==> src/rtl/graph_mem_arbiter.sv <==
// graph_mem_arbiter: round-robin sharing of one graph_memory read port among
// NUM_REQ requesters. One grant per cycle, requests are registered toward the
// memory, and a tag FIFO of requester IDs steers in-order read data back to
// the requester that issued it.
module graph_mem_arbiter #(
    parameter int NUM_REQ         = 4,
    parameter int ADDR_WIDTH      = 32,
    parameter int DATA_WIDTH      = 32,
    parameter int MAX_OUTSTANDING = 4
) (
    input  logic                               clk_in,
    input  logic                               rst_in,
    input  logic [NUM_REQ-1:0]                 req_valid_in,
    input  logic [ADDR_WIDTH-1:0]              req_addr_in [NUM_REQ],
    output logic [NUM_REQ-1:0]                 req_ready_out,
    output logic [DATA_WIDTH-1:0]              rsp_data_out,
    output logic [NUM_REQ-1:0]                 rsp_valid_out,
    output logic [ADDR_WIDTH-1:0]              mem_req_out,
    output logic                               mem_valid_out,
    input  logic [DATA_WIDTH-1:0]              mem_data_in,
    input  logic                               mem_valid_in,
    output logic [$clog2(MAX_OUTSTANDING):0]   outstanding_out,
    output logic                               err_out
);

    localparam int ID_W  = (NUM_REQ > 1) ? $clog2(NUM_REQ) : 1;
    localparam int FA_W  = (MAX_OUTSTANDING > 1) ? $clog2(MAX_OUTSTANDING) : 1;
    localparam int CNT_W = $clog2(MAX_OUTSTANDING) + 1;

    // Round-robin pointer and issue-side registers
    logic [ID_W-1:0]       r_ptr;
    logic [ADDR_WIDTH-1:0] r_mem_req;
    logic                  r_mem_valid;

    // Response-side registers
    logic [DATA_WIDTH-1:0] r_rsp_data;
    logic [NUM_REQ-1:0]    r_rsp_valid;
    logic                  r_err;

    // Tag FIFO: requester IDs of requests in flight, oldest at r_rd_ptr
    logic [ID_W-1:0]       r_tag_mem [MAX_OUTSTANDING];
    logic [FA_W-1:0]       r_wr_ptr;
    logic [FA_W-1:0]       r_rd_ptr;
    logic [CNT_W-1:0]      r_count;

    logic                  w_eligible;
    logic                  w_found;
    logic [ID_W-1:0]       w_winner;
    logic [ID_W-1:0]       w_ptr_next;
    logic                  w_push;
    logic                  w_pop;
    logic [ID_W-1:0]       w_head;

    // A slot must already be free at the start of the cycle; a pop in the
    // same cycle does not count, which keeps the ready path short.
    assign w_eligible = (r_count < CNT_W'(MAX_OUTSTANDING));

    // Scan requesters starting at the pointer, wrapping modulo NUM_REQ
    always_comb begin
        logic [ID_W:0] cand;
        w_found  = 1'b0;
        w_winner = '0;
        cand     = '0;
        for (int k = 0; k < NUM_REQ; k++) begin
            cand = {1'b0, r_ptr} + (ID_W+1)'(k);
            if (cand >= (ID_W+1)'(NUM_REQ)) begin
                cand = cand - (ID_W+1)'(NUM_REQ);
            end
            if (!w_found && w_eligible && req_valid_in[cand[ID_W-1:0]]) begin
                w_found  = 1'b1;
                w_winner = cand[ID_W-1:0];
            end
        end
    end

    // One-hot ready on the winning requester
    generate
        for (genvar gi = 0; gi < NUM_REQ; gi++) begin : g_ready
            assign req_ready_out[gi] = w_found && (w_winner == ID_W'(gi));
        end
    endgenerate

    // Ready is only raised on a valid requester, so a winner is a handshake
    assign w_push     = w_found;
    assign w_pop      = mem_valid_in && (r_count != '0);
    assign w_head     = r_tag_mem[r_rd_ptr];
    assign w_ptr_next = (w_winner == ID_W'(NUM_REQ-1)) ? '0 : w_winner + 1'b1;

    // Issue path: register the winning address toward memory and advance pointer
    always_ff @(posedge clk_in) begin
        if (!rst_in) begin
            r_ptr       <= '0;
            r_mem_req   <= '0;
            r_mem_valid <= 1'b0;
        end else if (w_push) begin
            r_ptr       <= w_ptr_next;
            r_mem_req   <= req_addr_in[w_winner];
            r_mem_valid <= 1'b1;
        end else begin
            r_mem_valid <= 1'b0;
        end
    end

    // Tag storage needs no reset: entries are only read below the count
    always_ff @(posedge clk_in) begin
        if (w_push) begin
            r_tag_mem[r_wr_ptr] <= w_winner;
        end
    end

    // Tag FIFO pointers and occupancy count
    always_ff @(posedge clk_in) begin
        if (!rst_in) begin
            r_wr_ptr <= '0;
            r_rd_ptr <= '0;
            r_count  <= '0;
        end else begin
            if (w_push) begin
                r_wr_ptr <= (r_wr_ptr == FA_W'(MAX_OUTSTANDING-1)) ? '0 : r_wr_ptr + 1'b1;
            end
            if (w_pop) begin
                r_rd_ptr <= (r_rd_ptr == FA_W'(MAX_OUTSTANDING-1)) ? '0 : r_rd_ptr + 1'b1;
            end
            case ({w_push, w_pop})
                2'b10:   r_count <= r_count + 1'b1;
                2'b01:   r_count <= r_count - 1'b1;
                default: r_count <= r_count;
            endcase
        end
    end

    // Response path: steer returning data to the oldest tag, flag orphan data
    always_ff @(posedge clk_in) begin
        if (!rst_in) begin
            r_rsp_data  <= '0;
            r_rsp_valid <= '0;
            r_err       <= 1'b0;
        end else if (w_pop) begin
            r_rsp_data  <= mem_data_in;
            r_rsp_valid <= {{(NUM_REQ-1){1'b0}}, 1'b1} << w_head;
        end else begin
            r_rsp_valid <= '0;
            if (mem_valid_in) begin
                r_err <= 1'b1;
            end
        end
    end

    assign mem_req_out     = r_mem_req;
    assign mem_valid_out   = r_mem_valid;
    assign rsp_data_out    = r_rsp_data;
    assign rsp_valid_out   = r_rsp_valid;
    assign outstanding_out = r_count;
    assign err_out         = r_err;

endmodule
==> config.mk <==
export PLATFORM = sky130hd
export DESIGN_NAME = graph_mem_arbiter
export DESIGN_NICKNAME = d
export VERILOG_FILES = /design/src/rtl/graph_mem_arbiter.sv
export SDC_FILE = /design/constraint.sdc
export NUM_CORES = 1
export LEC_CHECK = 0
export ABC_CLOCK_PERIOD_IN_PS = 6700
export BUFFER_PORTS_ARGS = -buffer_cell sky130_fd_sc_hd__buf_2
export CORE_MARGIN = 5
export CORE_UTILIZATION = 35
export CTS_CLUSTER_SIZE = 24
export DETAILED_ROUTE_END_ITERATION = 7
export GPL_ROUTABILITY_DRIVEN = 0
export GPL_TIMING_DRIVEN = 0
export MAX_ROUTING_LAYER = met4
export PLACE_DENSITY = 0.69
export SLEW_MARGIN = 0
export SYNTH_ARGS = -nofsm -noshare
export SYNTH_HDL_FRONTEND = slang
export SYNTH_SLANG_ARGS = --single-unit
==> constraint.sdc <==
create_clock -name clk_in -period 6.7 [get_ports clk_in]
set_input_delay 1.34 -clock clk_in [delete_from_list [all_inputs] [get_ports clk_in]]
set_output_delay 1.34 -clock clk_in [all_outputs]
set_load 0.005 [all_outputs]
# [Word-level counts from Yosys, hierarchy flattened]
# Memories as Yosys holds them, arrays and structs flattened. A register that Yosys moved wholly into a read port is not among the register bits.
# Cells that the tools add are included.
[totals] register_bits=79 ram_bits=8 input_bits=167 out_inout_bits=77 n_memories=1
[classes] add_sub_neg=12 order_cmp=10 n_eq_ne=7 shifts=1 muxes=31 bitwise=2 n_reduce_logical=20
[memory_table] name="r_tag_mem" depth=4 word_bits=2 read_ports=1 rd_clocked_by_memory_dff=1 wr=1 line_no="41" source="logic [ID_W-1:0] r_tag_mem [MAX_OUTSTANDING];"
[ops] operator="binary-select mux 32 bit (select 2 bit)" n=1
[ops] operator="2-to-1 mux 32 bit" n=2
[ops] operator="2-to-1 mux 2 bit" n=13
[ops] operator=">= comparator 3 bit, second input constant" n=4
[ops] operator="logical AND 1 bit" n=12
[ops] operator="< comparator 2 x 3 -> 1 bit, second input constant" n=4
[ops] operator="equality test 2 bit, second input constant" n=5
[ops] operator="2-to-1 mux 1 bit" n=10
[ops] operator="binary-select mux 1 bit (select 2 bit)" n=4
[ops] operator="subtractor 2 x 1 -> 2 bit, second input constant" n=4
[ops] operator="adder 2 x 1 -> 2 bit, second input constant" n=3
[ops] operator="adder 2 x 2 -> 3 bit, second input constant" n=2
[ops] operator="one-hot mux 3 bit (2 select lines)" n=1
[ops] operator="equality test 2 x 1 -> 1 bit, second input constant" n=2
[ops] operator="AND reduction 2 bit" n=2
[ops] operator="left shift 1 x 2 -> 4 bit, first input constant" n=1
[ops] operator="adder 2 x 1 -> 3 bit, second input constant" n=1
[ops] operator="adder 3 x 1 -> 3 bit, second input constant" n=1
[ops] operator=">= comparator 2 x 3 -> 1 bit, second input constant" n=1
[ops] operator="logical NOT 1 bit" n=3
[ops] operator="< comparator 3 bit, second input constant" n=1
[ops] operator="inverter 2 -> 3 bit" n=1
[ops] operator="nonzero test 3 bit" n=1
[ops] operator="subtractor 3 x 1 -> 3 bit, second input constant" n=1
[ops] operator="3 further kinds" n=3

# [Longest topological paths before layout]
# Gate-level depths: netlist (run 1).
[logic_depth] word_depth=22 depth_mapped=13

# [Worst setup path after synthesis (run 1)]
# OpenSTA, ideal clock, no wires.
[synth_path] kind="in2out" start="input port req_valid_in[3]" end="output port req_ready_out[1]" arrival_ps=3078 t_required_ps=5360 slack_ps=2282 path_stages=11 path_buffers=3 cell_sequence="buf_4 or3b_4 a21o_1 nand2_1 nor2_1 a31oi_1 buf_2 buf_4 inv_1 ha_1 nor2b_1"
[synth_via] elab_chain_len=18 word_cells_on_any_way=28 classes_between="eq/ne (1); mux (16); reduce/logical (11)"
[synth_rtl] item="start, declared" line_no="13" source="input logic [NUM_REQ-1:0] req_valid_in,"
[synth_rtl] item="binary-select mux 1 bit (select 2 bit)" line_no="69" source="if (!w_found && w_eligible && req_valid_in[cand[ID_W-1:0]]) begin"
[synth_rtl] item="2-to-1 mux 1 bit (implied by the code)" line_no="69"
[synth_rtl] item="logical AND 1 bit" line_no="69"
[synth_rtl] item="2-to-1 mux 1 bit" line_no="69"
[synth_rtl] item="logical NOT 1 bit" line_no="69"
[synth_rtl] item="logical AND 1 bit (2 in a row)" line_no="69"
[synth_rtl] item="2-to-1 mux 1 bit" line_no="69"
[synth_rtl] item="logical NOT 1 bit" line_no="69"
[synth_rtl] item="logical AND 1 bit (2 in a row)" line_no="69"
[synth_rtl] item="2-to-1 mux 1 bit" line_no="69"
[synth_rtl] item="logical NOT 1 bit" line_no="69"
[synth_rtl] item="logical AND 1 bit (2 in a row)" line_no="69"
[synth_rtl] item="2-to-1 mux 2 bit *" line_no="69"
[synth_rtl] item="named net w_winner[1]" line_no="48" source="logic [ID_W-1:0] w_winner;"
[synth_rtl] item="equality test 2 x 1 -> 1 bit *" line_no="79" source="assign req_ready_out[gi] = w_found && (w_winner == ID_W'(gi));"
[synth_rtl] item="logical AND 1 bit *" line_no="79"
[synth_rtl] item="end, declared" line_no="15" source="output logic [NUM_REQ-1:0] req_ready_out,"
# Mark *: on every way through the listed nets, which the timed path passes. The rest lies on a longest branch. The select of a mux whose other input is x is not followed.

# [Worst setup path after layout (run 1)]
[layout_path] start="input port req_valid_in[0]" end="output port req_ready_out[0]"
[layout_via] elab_chain_len=18 word_cells_on_any_way=28 classes_between="mux (16); reduce/logical (12)"
[layout_rtl] item="binary-select mux 1 bit (select 2 bit)" line_no="69"
[layout_rtl] item="2-to-1 mux 1 bit (implied by the code)" line_no="69"
[layout_rtl] item="logical AND 1 bit" line_no="69"
[layout_rtl] item="2-to-1 mux 1 bit" line_no="69"
[layout_rtl] item="logical NOT 1 bit" line_no="69"
[layout_rtl] item="logical AND 1 bit (2 in a row)" line_no="69"
[layout_rtl] item="2-to-1 mux 1 bit" line_no="69"
[layout_rtl] item="logical NOT 1 bit" line_no="69"
[layout_rtl] item="logical AND 1 bit (2 in a row)" line_no="69"
[layout_rtl] item="2-to-1 mux 1 bit" line_no="69"
[layout_rtl] item="logical NOT 1 bit" line_no="69"
[layout_rtl] item="logical AND 1 bit (2 in a row)" line_no="69"
[layout_rtl] item="2-to-1 mux 2 bit *" line_no="69"
[layout_rtl] item="named net w_winner[1]" line_no="48"
[layout_rtl] item="logical NOT 2 bit *" line_no="79"
[layout_rtl] item="logical AND 1 bit *" line_no="79"
# Marked as above.

==> summary.md, run 1 <==
| Metric | Value |
|---|---|
| Fin Hold WS | `0.454 ns` |
| Pins over their slew limit | `0` |
| Final core utilization | `0.497` |
| WP data arrival | `3.51 ns` |
| H-tree Lvls | `3` |
| Pin count of the biggest net entering global routing | `16` |
| Setup Skew | `0.00494 ns` |
| Global-route wire length before repair | `22.1 mm` |
| Synth Flop Type | `dfxtp_1` |
| Failing checks | `DRC` |
| Fillers | `1,128` |
| Outcome | `complete, but fails checks` |
| CP required | `5.36 ns` |
| Antenna viol nets, final | `0` |
| Area leader, netlist | `dfxtp_1` |
| Worst Tran Pin Value | `0.623 ns` |
| Pre-CTS setup slack | `1.83 ns` |
| Synth area leaders | `dfxtp_1 (38%), a222oi_1 (15%), mux2i_1 (8.4%)` |
| CTS Buf Count | `9` |
| Vias in the first global route | `4,697` |
| Die Y | `121 um` |
| DRT iter0 DRCs | `464` |
| Crit path max fanout | `15` |
| Worst Hold Class | `flop to flop` |
| Sequential share of the synthesized area | `0.434` |
| Setup TNS | `0 ns` |
| RSZ-0062 raised after global routing | `false` |
| Root buf cell | `clkbuf_16` |
| Clock sinks | `89` |
| Count leader, synth | `dfxtp_1` |
| Area Overhead vs Synth | `39.1%` |
| Initial antenna violation count | `1` |
| Total Nets Final | `867` |
| Top cells by count, synth | `dfxtp_1 (81), nand2_1 (69), a222oi_1 (64)` |
| Rel. slew slack | `0.582` |
| Post-route clock period utilization | `0.725` |
| Grt ovf | `0` |
| Hold buffers post-CTS | `0` |
| Inst Count DP | `825` |
| First-pass DRT Iterations | `8` |
| Die ar. | `14,600 um^2` |
| CTS tree | `built` |
| Crit Path Class | `primary input to output port` |
| Hold Violations, Final | `0` |
| Worst-path clk slew | `0.06 ns` |
| EDFF count, synth | `8` |
| Num rows | `40` |
| Die W | `121 um` |
| Placeable Area | `12,000 um^2` |
| Syn_nets | `614` |
| Crit path capture type | `output port` |
| Clk buf depth | `2` |
| Final Critical Period | `4.85 ns` |
| Post-CTS Resized | `0` |
| DRC violations left | `6` |
| Final HPWL DP | `11.4 mm` |
| All-Layer GR Usage | `0.190` |
| Synthesized area per cell | `9.85 um^2` |
| Port Buf Inserts | `242` |
| Instance count of the mapped netlist | `436` |
| Synth unique cells | `47` |
| # Post-CTS Setup Buffers | `0` |
| Final setup vio count | `0` |
| Vias | `4,621` |
| Non-Filler Instances | `841` |
| Pwr/cell area | `424 nW/um^2` |
| Synth Warn # | `0` |
| P_leak | `2.82 nW` |
| Layout cell share with drive strength beyond 1 | `0.418` |
| Post-Route WL | `14.3 mm` |
| Initial core utilization | `0.357` |
| Final setup margin | `1.85 ns` |
| Mapped cell area | `4290 um^2` |
| IO Count | `244` |
| VDD IR-drop max | `0.175 mV` |
| Drt via density | `5.49` |
| Async SR Flop Fraction | `0` |
| Wire per inst | `17.0 um` |
| Later-pin clock latency in the skew report | `0.34 ns` |
| Fmax | `206 MHz` |
| Max cap viols | `0` |
| Flip-flop and latch count after synthesis | `89` |
| Yosys top cell area share | `0.378` |
| Critical Path Start Type | `primary input` |
[final timing paths]
kind / startpoint / to / slack (ns) / cells past startpoint
hold / removal: rsp_data_out[8] / rsp_data_out[8] / 0.45 / 2
setup reg to reg: r_ptr[0] / outstanding_out[2] / 3.54 / 13
setup / recovery: req_valid_in[0] / req_ready_out[0] / 1.85 / 12
hold reg to reg: rsp_data_out[8] / rsp_data_out[8] / 0.45 / 2
[state kept, by name, indices dropped and copies added (netlist names), named ones only]
signal,count
rsp_valid_out,4
r_tag_mem,8
r_wr_ptr,2
r_ptr,2
outstanding_out,3
err_out,1
mem_req_out,32
r_rd_ptr,2
rsp_data_out,32
mem_valid_out,1
[kinds of logic after synthesis]
logic type	share of synthesized area
XOR/XNOR	0.00612
multiplexers	0.0944
AND/OR/NAND/NOR	0.131
adder cells (fa/ha/maj)	0.0338
buffers and inverters	0.0682
AO/OA/AOI/OAI	0.233
flip-flops	0.434
[cells in the final DEF (no fill, tap or decap), types with 2 or more instances in the layout]
master / n
a21o_1: 3
a21oi_1: 40
a222oi_1: 64
a31oi_1: 3
buf_1: 2
buf_2: 253
buf_4: 4
buf_6: 8
clkbuf_1: 15
clkbuf_16: 10
clkinv_1: 2
clkinv_2: 2
dfxtp_1: 81
edfxtp_1: 8
ha_1: 10
inv_1: 12
mux2i_1: 36
mux4_2: 2
nand2_1: 69
nand2b_1: 5
nand3_1: 3
nand3b_1: 2
nor2_1: 14
nor2b_1: 9
nor3_1: 4
nor4_1: 2
o21ai_0: 2
or3_1: 3
xor2_1: 3
[layout make-up]
class                           instances  area (um^2)  share of cell area
Clock inverter                          5         30.0             0.00503
Multi-Input combinational cell        293         2140               0.358
Inverter                               13         48.8             0.00817
Timing Repair Buffer                  242         1210               0.203
Tap cell                              147          184              0.0308
Buffer                                 41          244              0.0409
Sequential cell                        89         1860               0.312
Antenna cell                            1         2.50            0.000419
Clock buffer                           10          250              0.0419
[layer usage]
metal | part of all wire | vias up | track usage | routed length (um)
met5 | 0 | - | - | 0
met3 | 0.083 | 20 | 0.0514 | 1180
met4 | 0.011 | 0 | 0.0517 | 153
met1 | 0.40 | 2151 | 0.217 | 5790
li1 | - | 2188 | - | -
met2 | 0.50 | 262 | 0.331 | 7170
[critical path, stage by stage]
cell      delay [ns]
buf_2           0.14
nor3_1          0.35
a211oi_4        0.12
o32ai_1         0.28
nor2_1          0.07
a31oi_1         0.14
buf_2           0.24
buf_4           0.30
inv_1           0.10
ha_1            0.18
nor2b_1         0.12
buf_2           0.14
[power by group]
part / internal (mW) / total [mW] / leakage [nW] / switching, mW
clock network: 0.270 / 0.480 / 0.137 / 0.210
registers: 0.725 / 0.831 / 0.743 / 0.106
logic: 0.564 / 1.22 / 1.94 / 0.659
total: 1.56 / 2.53 / 2.82 / 0.974
[metrics by stage]
step           power (mW)  area, um^2
5_1_grt              2.72        5970
4_1_cts              2.56        5970
6_report             2.53        5970
3_3_place_gp         2.02        5690
2_1_floorplan        1.66        4290
3_5_place_dp         2.07        5690
No activity file was read; power rests on OpenSTA's default activity.
==> run 2: changes to the inputs <==
--- a/config.mk
+++ b/config.mk
@@ -5,7 +5,7 @@
 export SDC_FILE = /design/constraint.sdc
 export NUM_CORES = 1
 export LEC_CHECK = 0
-export ABC_CLOCK_PERIOD_IN_PS = 6700
+export ABC_CLOCK_PERIOD_IN_PS = 4200
 export BUFFER_PORTS_ARGS = -buffer_cell sky130_fd_sc_hd__buf_2
 export CORE_MARGIN = 5
 export CORE_UTILIZATION = 35
@@ -14,7 +14,7 @@
 export GPL_ROUTABILITY_DRIVEN = 0
 export GPL_TIMING_DRIVEN = 0
 export MAX_ROUTING_LAYER = met4
-export PLACE_DENSITY = 0.69
+export PLACE_DENSITY = 0.72
 export SLEW_MARGIN = 0
 export SYNTH_ARGS = -nofsm -noshare
 export SYNTH_HDL_FRONTEND = slang
==> constraint.sdc (replaced) <==
create_clock -name clk_in -period 4.2 [get_ports clk_in]
set_input_delay 0.84 -clock clk_in [delete_from_list [all_inputs] [get_ports clk_in]]
set_output_delay 0.84 -clock clk_in [all_outputs]
set_load 0.005 [all_outputs]
==> run 2 against run 1 <==
- the run now ends clean
- critical path depth unchanged
- sequential cell count unchanged
- worst setup slack worse by 1.5 ns
- sequential share of layout area up 0.066 points
- global-route usage up 0.22 points
- first-iteration DRC count up 14%
- clock power up 54%
- final cell count up 0.24%
- clock-buffer cell count up 1
- design area down 0.21%
- combinational power up 61%
- critical endpoint is now req_ready_out[1]
- largest cell class unchanged
- largest power group unchanged
- highest routed layer unchanged
==> summary.md, run 2 (synthesis gave the netlist of run 1 again) <==
| Metric | Value |
|---|---|
| Outcome | `complete, no violations` |
| Grt ovf | `0` |
| WP data arrival | `3.06 ns` |
| Pwr/cell area | `676 nW/um^2` |
| Port Buf Inserts | `242` |
| Post-Route WL | `14.5 mm` |
| Antenna viol nets, final | `0` |
| Pin count of the biggest net entering global routing | `16` |
| Pins over their slew limit | `0` |
| Worst path cell trace | `buf_2, nor3_1, a211oi_4, o32ai_1, nor2_1, a31oi_1, buf_2, buf_4, inv_1, ha_1, nor2b_1, buf_2` |
| Clk buf depth | `2` |
| Vias | `4,687` |
| Initial antenna violation count | `2` |
| Worst Hold Class | `flop to flop` |
| Final Critical Period | `3.90 ns` |
| IO Count | `244` |
| Hold buffers post-CTS | `0` |
| Num rows | `40` |
| Commonest cells after routing, fill and taps aside | `buf_2 (253), dfxtp_1 (81), nand2_1 (69)` |
| Die ar. | `14,600 um^2` |
| Die W | `121 um` |
| Clock sinks | `89` |
| Final core utilization | `0.496` |
| Setup Skew | `0.00699 ns` |
| Global-route wire length before repair | `21.9 mm` |
| Crit path capture type | `output port` |
| Area Overhead vs Synth | `38.8%` |
| # Post-CTS Setup Buffers | `0` |
| Most frequent CP cell | `buf_2` |
| CTS tree | `built` |
| Most common cell after layout, fill and taps aside | `buf_2` |
| Rel. slew slack | `0.522` |
| Setup TNS | `0 ns` |
| CP bufs+invs | `5` |
| Initial core utilization | `0.357` |
| Vias in the first global route | `4,695` |
| Final setup vio count | `0` |
| Total Nets Final | `867` |
| Post-route clock period utilization | `0.928` |
| Critical Path Start Type | `primary input` |
| Crit Path Class | `primary input to output port` |
| Largest stage delay, worst path | `0.34 ns` |
| P_leak | `2.81 nW` |
| DRT iter0 DRCs | `530` |
| Fillers | `1,142` |
| CP required | `3.36 ns` |
| All-Layer GR Usage | `0.193` |
| Worst Tran Pin Value | `0.713 ns` |
| Max cap viols | `0` |
| Wire per inst | `17.2 um` |
| VDD IR-drop max | `0.287 mV` |
| Post-CTS Resized | `0` |
| CTS Buf Count | `9` |
| Top Family by Delay on Critical Path | `buffers and inverters` |
| Worst-path clk slew | `0.06 ns` |
| First-pass DRT Iterations | `8` |
| Drt via density | `5.56` |
| H-tree Lvls | `3` |
| Layout cell share with drive strength beyond 1 | `0.418` |
| Slowest cell on the critical path | `o32ai_1` |
| Final HPWL DP | `11.4 mm` |
| Placeable Area | `12,000 um^2` |
| Pre-CTS setup slack | `0.297 ns` |
| Fmax | `257 MHz` |
| RSZ-0062 raised after global routing | `false` |
| Final setup margin | `0.303 ns` |
| Die Y | `121 um` |
| Crit path max fanout | `15` |
| DRC violations left | `0` |
| Hold Violations, Final | `0` |
| Root buf cell | `clkbuf_16` |
| Later-pin clock latency in the skew report | `0.34 ns` |
==> run 2: cell type report <==
type,instances,area [um^2],area share
well taps,147,184,0.0309
flip-flops and latches,89,1860,0.312
clock buffers,11,233,0.0391
clock inverters,5,32.5,0.00546
repair buffers,242,1210,0.203
inverters,13,48.8,0.00819
multi-input cells,293,2140,0.359
diodes,2,5.00,0.000840
plain buffers,41,244,0.0409
==> run 2: worst paths after layout <==
check / slack, ns / startpoint / cells past startpoint / endpoint
max: 0.30 / req_valid_in[0] / 12 / req_ready_out[1]
min: 0.45 / rsp_data_out[29] / 2 / rsp_data_out[29]
max reg2reg: 1.04 / r_ptr[1] / 12 / outstanding_out[2]
min reg2reg: 0.45 / rsp_data_out[29] / 2 / rsp_data_out[29]
==> run 2: routing by layer <==
metal / up-vias / global-route usage / wire length (um)
li1: 2197 / - / -
met3: 34 / 0.0421 / 1270
met5: - / - / 0
met4: 0 / 0.0836 / 393
met1: 2185 / 0.218 / 5770
met2: 271 / 0.328 / 7050
==> run 2: stage by stage <==
step	hold slack, ns	power, mW	area (um^2)	instances
floorplan	0.453	2.65	4290	436
global placement	0.439	3.23	5690	825
detailed placement	0.444	3.31	5690	825
CTS	0.452	4.05	5950	841
global route	0.468	4.31	5960	843
finish	0.449	4.03	5960	843
==> run 2: worst register-to-register path, cell delays in order (launching register included) <==
cell and delay (ns):
dfxtp_1 0.32, buf_2 0.20, or2_0 0.17, o22a_1 0.24, nand3_1 0.13, nor2_1 0.34
clkbuf_1 0.39, ha_1 0.26, inv_1 0.06, fa_1 0.38, xor2_1 0.16, or3_1 0.30
a21oi_1 0.14
==> run 2: power breakdown <==
part	total (mW)	switching (mW)	internal, mW
Sequential	1.33	0.176	1.16
Clock	0.738	0.337	0.401
Combinational	1.96	1.06	0.901
Total	4.03	1.57	2.46
